**src/rtl/mult_shift_add_seq_pkg.sv**
```systemverilog
// Shared definitions for the sequential shift-and-add multiplier.
// Holds the FSM state encoding and helpers that derive the product,
// adder and counter widths from the operand width N.
package mult_shift_add_seq_pkg;

  // 2'd3 is not a legal state; the FSM steers it back to IDLE.
  typedef enum logic [1:0] {
    IDLE = 2'd0,
    RUN  = 2'd1,
    DONE = 2'd2
  } state_t;

  localparam int N_DEFAULT = 4;

  // Product width: 2N bits.
  function automatic int pw_of(input int n);
    return 2 * n;
  endfunction

  // Adder datapath width: 2N-1 bits. The top product bit comes from Cout.
  function automatic int aw_of(input int n);
    return 2 * n - 1;
  endfunction

  // Bit counter width: ceil(log2(N))+1, so it never wraps inside a job.
  function automatic int cw_of(input int n);
    return $clog2(n) + 1;
  endfunction

  localparam int PW = pw_of(N_DEFAULT);
  localparam int AW = aw_of(N_DEFAULT);
  localparam int CW = cw_of(N_DEFAULT);

endpackage

```
**src/rtl/mult_shift_add_seq_pp_add.sv**
```systemverilog
// Partial-product adder: a W-bit ripple-carry adder built from single-bit
// full-adder cells. At N=4 this is the 7-bit adder of the reduced-area
// 4x4 multiplier.
// Ports (pp_add):
//   A, B  in  W  addends
//   Cin   in  1  carry in
//   Sum   out W  sum bits
//   Cout  out 1  carry out of the top bit

// One-bit full adder cell.
module full_adder (
  input  logic a,
  input  logic b,
  input  logic ci,
  output logic s,
  output logic co
);
  assign s  = a ^ b ^ ci;
  assign co = (a & b) | (ci & (a ^ b));
endmodule

module pp_add #(
  parameter int W = 7
) (
  output logic [W-1:0] Sum,
  output logic         Cout,
  input  logic [W-1:0] A,
  input  logic [W-1:0] B,
  input  logic         Cin
);

  logic [W:0] carry;

  assign carry[0] = Cin;
  assign Cout     = carry[W];

  // Carry ripples from bit 0 upward through the cell chain.
  for (genvar i = 0; i < W; i++) begin : g_bit
    full_adder u_fa (
      .a  (A[i]),
      .b  (B[i]),
      .ci (carry[i]),
      .s  (Sum[i]),
      .co (carry[i+1])
    );
  end

endmodule

```
**src/rtl/mult_shift_add_seq.sv**
```systemverilog
// Sequential unsigned NxN shift-and-add multiplier.
// Accepts an operand pair on a valid/ready handshake, spends exactly N
// cycles adding the shifted multiplicand for each multiplier bit into an
// accumulator through a (2N-1)-bit ripple-carry adder, then offers the
// 2N-bit product on a valid/ready output until it is taken.
// Ports:
//   clk        in   1   clock, rising edge
//   rst        in   1   synchronous active-high reset
//   in_valid   in   1   operand pair valid
//   in_ready   out  1   operands can be accepted (IDLE only)
//   a          in   N   multiplicand
//   b          in   N   multiplier
//   out_valid  out  1   product valid (DONE only)
//   out_ready  in   1   consumer takes the product
//   product    out  2N  a*b, stable while out_valid is high
module mult_shift_add_seq
  import mult_shift_add_seq_pkg::*;
#(
  parameter int N = 4
) (
  input  logic           clk,
  input  logic           rst,
  input  logic           in_valid,
  output logic           in_ready,
  input  logic [N-1:0]   a,
  input  logic [N-1:0]   b,
  output logic           out_valid,
  input  logic           out_ready,
  output logic [2*N-1:0] product
);

  localparam int PROD_W = pw_of(N);
  localparam int ADD_W  = aw_of(N);
  localparam int CNT_W  = cw_of(N);

  state_t              state, state_nxt;
  logic [N-1:0]        a_r, b_r;
  logic [PROD_W-1:0]   acc;
  logic [CNT_W-1:0]    cnt;
  logic [ADD_W-1:0]    addend;
  logic [ADD_W-1:0]    sum;
  logic                cout;

  // Select the partial product for the current bit: the multiplicand
  // shifted to bit position cnt, or zero when that multiplier bit is clear.
  always_comb begin
    addend = '0;
    for (int i = 0; i < N; i++) begin
      if (cnt == CNT_W'(i) && b_r[i]) begin
        addend = ADD_W'(a_r) << i;
      end
    end
  end

  // The accumulator's top bit is always zero before an add, so only the
  // low 2N-1 bits feed the adder and its carry-out supplies the top bit.
  pp_add #(.W(ADD_W)) u_pp_add (
    .Sum  (sum),
    .Cout (cout),
    .A    (acc[ADD_W-1:0]),
    .B    (addend),
    .Cin  (1'b0)
  );

  // Next-state and handshake outputs.
  always_comb begin
    state_nxt = state;
    in_ready  = 1'b0;
    out_valid = 1'b0;
    case (state)
      IDLE: begin
        in_ready = 1'b1;
        if (in_valid) state_nxt = RUN;
      end
      RUN: begin
        if (cnt == CNT_W'(N - 1)) state_nxt = DONE;
      end
      DONE: begin
        out_valid = 1'b1;
        if (out_ready) state_nxt = IDLE;
      end
      default: state_nxt = IDLE;
    endcase
  end

  // State register plus operand capture, accumulation and bit counting.
  always_ff @(posedge clk) begin
    if (rst) begin
      state <= IDLE;
      a_r   <= '0;
      b_r   <= '0;
      acc   <= '0;
      cnt   <= '0;
    end else begin
      state <= state_nxt;
      case (state)
        IDLE: begin
          if (in_valid) begin
            a_r <= a;
            b_r <= b;
            acc <= '0;
            cnt <= '0;
          end
        end
        RUN: begin
          acc <= {cout, sum};
          cnt <= cnt + CNT_W'(1);
        end
        default: ;
      endcase
    end
  end

  assign product = acc;

endmodule

```
**config.mk**
```make
export PLATFORM = sky130hd
export DESIGN_NAME = mult_shift_add_seq
export DESIGN_NICKNAME = d
export VERILOG_FILES = /design/src/rtl/mult_shift_add_seq_pkg.sv /design/src/rtl/mult_shift_add_seq_pp_add.sv /design/src/rtl/mult_shift_add_seq.sv
export SDC_FILE = /design/constraint.sdc
export NUM_CORES = 1
export LEC_CHECK = 0
export CAP_MARGIN = 20
export CORE_AREA = 2 2 59 61
export DETAILED_ROUTE_END_ITERATION = 10
export DIE_AREA = 0 0 61 63
export HOLD_SLACK_MARGIN = 0.02
export SKIP_CTS_REPAIR_TIMING = 1
export SLEW_MARGIN = 20
export SYNTH_ARGS = -nofsm -noshare
export SYNTH_HDL_FRONTEND = slang
export SYNTH_SLANG_ARGS = --single-unit
```
**constraint.sdc**
```tcl
create_clock -name clk -period 7 [get_ports clk]
set_input_delay 1.4 -clock clk [delete_from_list [all_inputs] [get_ports clk]]
set_output_delay 1.4 -clock clk [all_outputs]
set_load 0.005 [all_outputs]
```
==> impl_metrics.tcl <==
set metrics [dict create \
    status "finished clean" \
    setup-violations-final 0 \
    dp.cells 192 \
    yosysWarnings 0 \
    fillers 344 \
    final_antenna_net_count 0 \
    synth_cell_types 27 \
    synth_top_area_share_pct 34.6 \
    core_area_um2 3230 \
    grt_first_pass_wirelength_um 3820 \
    hpwl_um 1720 \
    fin_area_um2 1410 \
    grt_max_degree 22 \
    syn_nets 161 \
    overflow 0 \
    period_needed_ps 3870 \
    report.final.slew_viol_count 0 \
    synth_simple_gate_area_share_pct 17.1 \
    synthAdderAreaFrac_pct 16.1 \
    antenna_found_initial 0 \
    nets 175 \
    startpoint_type "flip-flop" \
    rrSetupSlack_ps 3130 \
    grt_pass1_vias 845 \
    clk_latency_ps 310 \
    drt_iter0_markers 44 \
    cts_tree "yes" \
    synthCells 137 \
    hp-class "flip-flop to flip-flop" \
    placed_area_um2 1390 \
    crit_path_end_kind "flip-flop" \
    cts-root-buf "clkbuf_4" \
    drcViolationCount 0 \
    syn-cell-area_um2 1210 \
    synth_edf_count 0 \
    hold_violations 0 \
    die-area_um2 3840 \
    timing.setup.tns_ps 0 \
    area_growth_pct 16.4 \
    ys_ff_latch 21 \
    die_w_um 61 \
    synth.largest_area_cell "dfxtp_1" \
    synth_top_family_by_area "simple AND/OR/NAND/NOR gates" \
    num_vias 932 \
    start_util_pct 37.6 \
    grt_usage_pct 12.9 \
    ys.flop_type "dfxtp_1" \
    cp.required_ps 7190 \
    synth.most_common_cell "nor2_1" \
    postRouteWirelength_um 2320 \
    drive_gt1_share_pct 4.00 \
    p_leak_uw 0.000541 \
    async_flop_share_pct 0 \
    place.gp.congestion 0.873 \
    cts_buffers 3 \
    dr.pass1.iters 4 \
    crit_type "flip-flop to flip-flop" \
    synth.avg_cell_area_um2 8.86 \
    cts.sinks 21 \
    ys_top_cells_by_count "nor2_1 (29), dfxtp_1 (21), a21oi_1 (12)" \
    power_uw 214 \
    synth_compound_area_share_pct 14.3 \
    rsz0062_at_grt "no" \
    seq_area_um2 420 \
    final_cells 196 \
    cts_buffer_depth 2 \
    antenna_cells 0 \
    relSlewSlack_pct 39.0 \
    ys_seq_area_share_pct 34.6 \
    multi_input_area_um2 657 \
    arrival_ps 4060 \
    port_buffers 21 \
    ios 22 \
    htree_num_levels 1 \
    synth_xor_area_share_pct 0 \
    cp_max_fo 6 \
    clk_pin_slew_ps 130 \
    die_h_um 63 \
    wl_per_cell_um 11.8 \
    tightestPinTransition_ps 914 \
    synth_area_leaders "dfxtp_1 (35%), fa_1 (9.9%), nor2_1 (9.0%)" \
    max_freq_mhz 258 \
    drt-vias-per-instance 4.76 \
    ir_worst_vdd_v 0.0000479 \
    maxCapViolations 0 \
    power.density_nw_per_um2 151 \
    num_rows 21 \
    fin_skew_ps 15.6 \
    finalCritPeriodShare_pct 55.3 \
    synth.area.mux_share_pct 6.60 \
]
[sequential cells by signal (all words and copies together) (netlist names)]
signal	cells
product	8
a_r	4
b_r	4
cnt	3
state	2
[cell type report]
| cell class | instances | area share [%] |
|---|---|---|
| clock buffers | 4 | 1.86 |
| multi-input cells | 93 | 46.5 |
| repair buffers | 21 | 14.9 |
| flip-flops and latches | 21 | 29.8 |
| inverters | 11 | 2.92 |
| well taps | 46 | 4.07 |
[metrics by stage]
stage / util [%] / hold WS [ps] / setup slack (ps)
2_1_floorplan: - / 460 / 3400
3_3_place_gp: 42.9 / 472 / 3170
3_5_place_dp: 42.9 / 491 / 3110
4_1_cts: 43.7 / 525 / 3090
5_1_grt: 43.7 / 553 / 2850
6_report: 43.7 / 508 / 3130
[per-layer routing]
metal  vias to the layer above  share of wire, %  global-route usage, %
met1                       430                48                   17.7
met2                        25                47                   19.5
met3                         2               3.8                   2.48
met5                         -                 0                      0
li1                        475                 -                      -
met4                         0              0.82                   5.16
[worst max-delay path, cell delays in order (launching register included)]
cell and delay [ps]:
dfxtp_1 410, inv_1 80, ha_1 190, nand2_1 160
nor2_1 100, a21oi_1 170, and3_1 180, ha_1 130
inv_1 50, fa_1 380, fa_1 390, fa_1 360
inv_1 70, fa_1 180, fa_1 160, inv_1 50
fa_1 480, nor2_1 40, a21oi_1 120, nor2_1 50
[final timing paths]
kind                                          start                 endpoint  cells past startpoint
worst min register to register  b_r[2]$_SDFFE_PP0P_      b_r[2]$_SDFFE_PP0P_                      2
worst max register to register  cnt[0]$_SDFFE_PP0P_  product[6]$_SDFFE_PP0P_                     19
worst max-delay path            cnt[0]$_SDFFE_PP0P_  product[6]$_SDFFE_PP0P_                     19
worst min-delay path            b_r[2]$_SDFFE_PP0P_      b_r[2]$_SDFFE_PP0P_                      2
[power by group]
group	switching, µW	internal, µW	leakage, µW
registers	4.70	123	0.000171
clock network	37.4	22.2	0.0000150
logic	12.7	13.5	0.000355
[cells by family after synthesis]
| family | count (synthesis) |
|---|---|
| flip-flops | 21 |
| buffers and inverters | 23 |
| AND/OR/NAND/NOR | 47 |
| AO/OA/AOI/OAI | 26 |
| multiplexers | 8 |
| adder cells (fa/ha/maj) | 12 |
[cell usage in the layout, fill, tap and decap left out]
master	instances
a21oi_1	12
nor2_1	29
a211oi_1	1
or2b_1	1
ha_1	6
inv_1	11
a22o_1	1
o31ai_1	1
nor2_2	1
a21o_1	1
a32oi_1	1
a211oi_2	1
clkbuf_4	3
a22oi_1	5
clkbuf_1	1
and3_1	2
fa_1	6
clkdlybuf4s50_1	21
o311ai_0	1
o21a_1	1
nand3_1	6
o21bai_1	1
dfxtp_1	21
mux2i_1	8
nand2_1	5
and2b_1	2
and2_4	1
Power figures use the tool's default switching activity.
